--- config.mk ---
export PLATFORM = sky130hd
export DESIGN_NAME = uart_tx_arbiter
export DESIGN_NICKNAME = d
export VERILOG_FILES = /design/src/rtl/uart_tx_arbiter.sv
export SDC_FILE = /design/constraint.sdc
export NUM_CORES = 1
export LEC_CHECK = 0
export CORE_ASPECT_RATIO = 0.5
export CORE_MARGIN = 3
export CORE_UTILIZATION = 51
export CTS_CLUSTER_SIZE = 12
export DETAILED_ROUTE_END_ITERATION = 8
export GPL_ROUTABILITY_DRIVEN = 0
export PLACE_DENSITY = 0.89
export SLEW_MARGIN = 10
export SYNTH_ARGS = -nofsm -noshare
export SYNTH_HDL_FRONTEND = slang
export SYNTH_SLANG_ARGS = --single-unit
--- constraint.sdc ---
create_clock -name clk -period 2.35 [get_ports clk]
set_input_delay 0.235 -clock clk [delete_from_list [all_inputs] [get_ports clk]]
set_output_delay 0.235 -clock clk [all_outputs]
set_load 0.02 [all_outputs]
--- src/rtl/uart_tx_arbiter.sv ---
// Two-requester round-robin arbiter in front of a UART sender: grants one
// requester, holds its character and send_flag for one frame, then a guard gap.
module uart_tx_arbiter #(
  parameter int BAUD_RATE  = 9600,
  parameter int CLK_PARIOD = 50
) (
  input  logic       clk,
  input  logic       rst_n,
  input  logic       req0,
  input  logic       req1,
  input  logic [6:0] data0,
  input  logic [6:0] data1,
  output logic       gnt0,
  output logic       gnt1,
  output logic       done0,
  output logic       done1,
  output logic       send_flag,
  output logic [6:0] send_data,
  output logic       busy
);

  localparam int BIT_CYCLES   = (1000000000 / BAUD_RATE) / CLK_PARIOD;
  localparam int FRAME_CYCLES = 11 * BIT_CYCLES;
  localparam int GAP_CYCLES   = BIT_CYCLES;
  localparam logic [15:0] FRAME_LAST = 16'(FRAME_CYCLES - 1);
  localparam logic [15:0] GAP_LAST   = 16'(GAP_CYCLES - 1);

  typedef enum logic [1:0] {IDLE, SEND, GAP} state_t;

  state_t      state_reg, state_next;
  logic [15:0] count_reg, count_next;
  // last_grant also identifies the current owner while a frame is in flight
  logic        last_grant_reg, last_grant_next;
  logic [6:0]  send_data_reg, send_data_next;
  logic        send_flag_reg, send_flag_next;
  logic        gnt0_reg, gnt0_next;
  logic        gnt1_reg, gnt1_next;
  logic        done0_reg, done0_next;
  logic        done1_reg, done1_next;
  logic        pick;

  always_ff @(posedge clk) begin
    if (!rst_n) begin
      state_reg      <= IDLE;
      count_reg      <= '0;
      last_grant_reg <= 1'b1;
      send_data_reg  <= '0;
      send_flag_reg  <= 1'b0;
      gnt0_reg       <= 1'b0;
      gnt1_reg       <= 1'b0;
      done0_reg      <= 1'b0;
      done1_reg      <= 1'b0;
    end else begin
      state_reg      <= state_next;
      count_reg      <= count_next;
      last_grant_reg <= last_grant_next;
      send_data_reg  <= send_data_next;
      send_flag_reg  <= send_flag_next;
      gnt0_reg       <= gnt0_next;
      gnt1_reg       <= gnt1_next;
      done0_reg      <= done0_next;
      done1_reg      <= done1_next;
    end
  end

  always_comb begin
    state_next      = state_reg;
    count_next      = count_reg;
    last_grant_next = last_grant_reg;
    send_data_next  = send_data_reg;
    send_flag_next  = send_flag_reg;
    gnt0_next       = 1'b0;
    gnt1_next       = 1'b0;
    done0_next      = 1'b0;
    done1_next      = 1'b0;
    pick            = 1'b0;
    case (state_reg)
      IDLE: begin
        if (req0 || req1) begin
          // on a tie the requester not served last time wins
          pick            = (req0 && req1) ? ~last_grant_reg : req1;
          state_next      = SEND;
          count_next      = '0;
          last_grant_next = pick;
          send_data_next  = pick ? data1 : data0;
          send_flag_next  = 1'b1;
          gnt0_next       = ~pick;
          gnt1_next       = pick;
        end
      end
      SEND: begin
        if (count_reg == FRAME_LAST) begin
          state_next     = GAP;
          count_next     = '0;
          send_flag_next = 1'b0;
          done0_next     = ~last_grant_reg;
          done1_next     = last_grant_reg;
        end else begin
          count_next = count_reg + 16'd1;
        end
      end
      GAP: begin
        if (count_reg == GAP_LAST) begin
          state_next = IDLE;
          count_next = '0;
        end else begin
          count_next = count_reg + 16'd1;
        end
      end
      default: begin
        state_next = IDLE;
        count_next = '0;
      end
    endcase
  end

  assign gnt0      = gnt0_reg;
  assign gnt1      = gnt1_reg;
  assign done0     = done0_reg;
  assign done1     = done1_reg;
  assign send_flag = send_flag_reg;
  assign send_data = send_data_reg;
  assign busy      = (state_reg != IDLE);

endmodule

; After elaboration in Yosys (flattened, before gate mapping)
; Cells that the tools add are included.
[totals]
register_bits = 31
wordCells = 42
[op_classes]
n_addsub = 1
n_eq_ne = 7
mux = 13
n_bitwise = 2
n_reduce_logical = 10
[ops]
columns = op, count
row1 = $mux 16, 3
row2 = $pmux 16 s3, 1
row3 = $add 16x1->16 const B, 1
row4 = $eq 16x12->1 const B, 1
row5 = $eq 16x15->1 const B, 1
row6 = $reduce_and 3->1, 4
row7 = $mux 7, 1
row8 = $mux 2, 3
row9 = $ne 2x2->1 const B, 3
row10 = $pmux 2 s3, 1
row11 = $reduce_bool 2->1, 2
row12 = $mux 1, 3
row13 = $eq 2x1->1 const B, 1
row14 = $eq 2x2->1 const B, 1
row15 = $logic_not 2->1, 1
row16 = $not 1->1, 2
row17 = $pmux 1 s2, 1
row18 = $reduce_and 2->1, 1
row19 = $logic_and 1x1->1, 1
row20 = $logic_or 1x1->1, 1

; Longest topological paths before layout
[logic_depth]
ltp_word = 3
ltp_mapped = 9
mapped_depth_nobuf = 7

; Least setup slack after synthesis
; Ideal clock, no wire load.
[synth_timing]
path_kind = register -> register
startpoint = register count_reg[7]
endpoint = register state_reg[0]
arrival_time_ns = 1.852
t_required_ns = 2.230
path_slack_ns = 0.378
stages_incl_launch_ff = 8
n_path_buf = 2
period_less_slack_ns = 1.972
cell_sequence = dfxtp_1 -> buf_2 -> or4_4 -> o41ai_4 -> o21ai_2 -> buf_6 -> o211ai_2 -> o21ai_1
[synth_via]
elab_chain_len = 3
elab_cells_between_ends = 5
classes_between = 4 x eq/ne / 1 x reduce/logical
[synth_rtl]
columns = element, line
row1 = from (decl), 31  ; logic [15:0] count_reg, count_next;
row2 = from (signal assigned), 55  ; count_reg <= count_next;
row3 = $eq 16x12->1 / $eq 16x15->1 (equally long branches), "103, 92"
row4 = $ne 2x2->1 (no source line), n/a
row5 = $reduce_and 3->1 (no source line) *, n/a
row6 = to (signal assigned), 54  ; state_reg <= state_next;
row7 = to (decl), 30  ; state_t state_reg, state_next;
; Mark *: on every way between the ends. The rest lies on a longest branch, timed or not.
; A chain may end at the register's enable or synchronous reset.

; Worst setup path in the final report
[layout_timing]
startpoint = register count_reg[6]
endpoint = register count_reg[8]
[layout_via]
elab_chain_len = 3
elab_cells_between_ends = 6
classes_between = 1 x add/sub / 2 x eq/ne / 3 x mux
[layout_rtl]
columns = element, line
row1 = $add 16x1->16 (tied with other cells), "99, 107"
row2 = "$mux 16, on equally long branches", "103, 92"
row3 = $pmux 16 s3 *, 77  ; case (state_reg)
; Marked as above.

==> metrics <==
CP required 2.52 ns; nets@finish roughly 260; Avg Cell Area, Syn 8.442 sq um; unrepaired setup endpoints after global routing no; drt first pass iters 5; largest net degree at the start of global routing 18; Seq/Total Area, Yosys 37.13%; CTS Buffer Depth 2; post-synth cell types 37; Relative slew margins 61.85%; Area Overhead vs Synth 28.52%; total gr overflow 0; Root Buffer clkbuf_8; # diodes 0; Period minus WS final about 2.2 ns; CP endpoint kind flop; worst reg2reg endpoint count_reg[8]; WHS 0.4772 ns; Final Hold Fails 0; ANT nets after route 0; placed wire-length estimate 3109 um; RR Startpoint count_reg[6]; post-synth net total between 200 and 250; Die Area slightly above 4000 sq um; Mapped Area 1672 sq um; Starting Density between 50% and 60%; I/O Buffers 30; final WL 4396 um; worst vdd ir 0.4441 mV; PwrDens between 600 and 700 nW/um^2; clk slew on worst S/H paths 0.07 ns; routed vias/inst 6.232; Hold EP done1; Max-cap violations 0; CP Class reg -> reg; Filler cells 178; Num CTS Buffers 5; CTS tree built; Multi-input gate area 964.7 sq um; vias in the first global route 1590; DR DRC count 0; clk sinks 31; I/O pins 31; via count 1695; antenna violations before repair 0; Die Ht 46.48 um; CORE AREA 2846 sq um; Pleak 0.0007996 uW; H-Tree Depth 2; Final Total Pwr 1333 uW; detail-routed net length per standard cell 16.16 um; Final Skew roughly 0.0098 ns; Die Span X 86.97 um; Slew @ Worst Pin 0.5671 ns; Final setup viols 0; Post-Synthesis Cells 198; first-pass GRT wire length ~7400 um; class of the worst hold path reg -> reg; share of layout cells above drive strength 1 10.64%; final slew viol count 0; final critical-path share of the clock period 92.69%; Reg2Reg Depth 5; Yosys Warn Count 0; num rows 13; worst skew pair latency 0.29 ns; crit path launch type flop; outcome finished, final reports clean; WP data arrival 2.35 ns; Fmax achieved 459.1 MHz; DR iter-0 viols roughly 130; r2r setup slk 0.17 ns; Yosys reg bits 31; worst-path fanout max 16; Storage cell area 620.6 sq um; setup TNS 0 ns; Tot GR Track Use 24.00%; WHS Path Cells 2; max FFs per register 16; Hold Path Origin last_grant_reg
-- cell families (layout without fill, tap and decap cells) --
kind of cell	after synthesis	in the layout	share of synthesized area, %
muxes	8	8	4.791
DFF	31	31	37.13
adders and majority gates	6	6	4.491
AOI/OAI and AO/OA	52	52	22.38
and+or+nand+nor	78	78	25.45
buffers and inverters	23	60	5.763
-- layer usage --
layer	wire, um	global-route usage, %	vias up	share of wire (%)
met5	0	0	-	0
met4	117	10.25	0	2.7
met3	426	9.643	21	9.7
met2	1944	39.67	86	44
met1	1908	28.15	779	43
li1	-	-	809	-
-- worst max-delay path by stage --
stage / startpoint / cells after the start / to
CTS: count_reg[0] / 7 / state_reg[0]
finish: count_reg[6] / 5 / count_reg[8]
floorplan: count_reg[7] / 7 / state_reg[0]
global placement: count_reg[0] / 7 / count_reg[14]
detailed placement: count_reg[0] / 7 / count_reg[12]
global route: state_reg[0] / 7 / count_reg[14]
-- through the flow --
step | instances | setup WS (ns) | util [%] | cell area, sq um
4_1_cts | 272 | 0.1523 | 75.12 | 2138
6_report | 272 | 0.1719 | 75.47 | 2148
5_1_grt | 272 | 0.02080 | 75.47 | 2148
3_3_place_gp | 264 | 0.2267 | 71.60 | 2038
2_1_floorplan | 198 | 0.3781 | - | 1672
3_5_place_dp | 264 | 0.1537 | 71.60 | 2038
-- power breakdown --
group	switching [uW]	total (uW)	internal, uW
Sequential	19.8	575	555
Combinational	163	287	125
Clock	203	471	267
Total	386	1330	947
-- cells in the final DEF, fill, tap and decap left out, types with 3 or more instances in the layout --
| cell | instances |
|---|---|
| a31oi_1 | 19 |
| nand2b_1 | 4 |
| mux2i_1 | 8 |
| a211oi_1 | 7 |
| or3_1 | 4 |
| nand4_1 | 6 |
| o21ai_0 | 4 |
| a21oi_1 | 8 |
| ha_1 | 6 |
| nand3_1 | 10 |
| nand2_1 | 14 |
| nor2_1 | 17 |
| dfxtp_1 | 31 |
| nor4_1 | 3 |
| clkdlybuf4s50_1 | 30 |
| clkbuf_8 | 7 |
| and3_1 | 10 |
| inv_1 | 13 |
| buf_4 | 9 |
-- Yosys cell counts --
cell type  number  area share [%]
nor4_1          3             1.1
o21ai_2         1            0.52
nand3_1        10             3.0
nand4b_1        1            0.52
a211oi_1        7             3.1
nand2b_1        4             1.5
a311oi_1        1            0.52
nor2_1         17             3.8
clkbuf_1        6             1.3
o22ai_1         2            0.75
buf_6           1            0.67
a21boi_0        1            0.45
or3_1           4             1.5
o21ai_1         2            0.60
nor3_1          2            0.60
buf_2           2            0.60
dfxtp_1        31              37
nor4_2          1            0.75
or4_4           1            0.67
and3_1         10             3.7
o211ai_2        1            0.75
buf_1           1            0.22
inv_1          13             2.9
or4bb_1         2             1.3
ha_1            6             4.5
o41ai_4         1             1.6
a31oi_1        19             7.1
o31ai_1         2            0.90
or4b_4          1            0.82
a21oi_1         8             2.4
o21a_1          1            0.45
o21ai_0         4             1.2
nand2_1        15             3.4
or4_1           1            0.45
o41ai_2         2             1.9
mux2i_1         8             4.8
nand4_1         6             2.2
-- cell type report --
cell class                 instances  area share [%]
multi-input combinational        144           44.90
tap                               37           2.155
timing repair buffer              39           17.12
inverter                          13           2.271
sequential                        31           28.89
clock buffer                       8           4.659
-- critical path: stages, from the launching register on --
cell	delay, ns
dfxtp_1	0.36
or4b_4	0.61
nor4_2	0.53
o21ai_4	0.23
nand2_1	0.20
o22ai_1	0.11
-- what timing repair did --
| action | 4_1_cts | 5_1_grt |
|---|---|---|
| gates resized for setup | 0 | 2 |
| buffers inserted | 0 | 0 |
| hold buffers | 0 | 0 |
| endpoints found under the setup margin | 0 | 3 |
(Power assumes the default switching activity.)
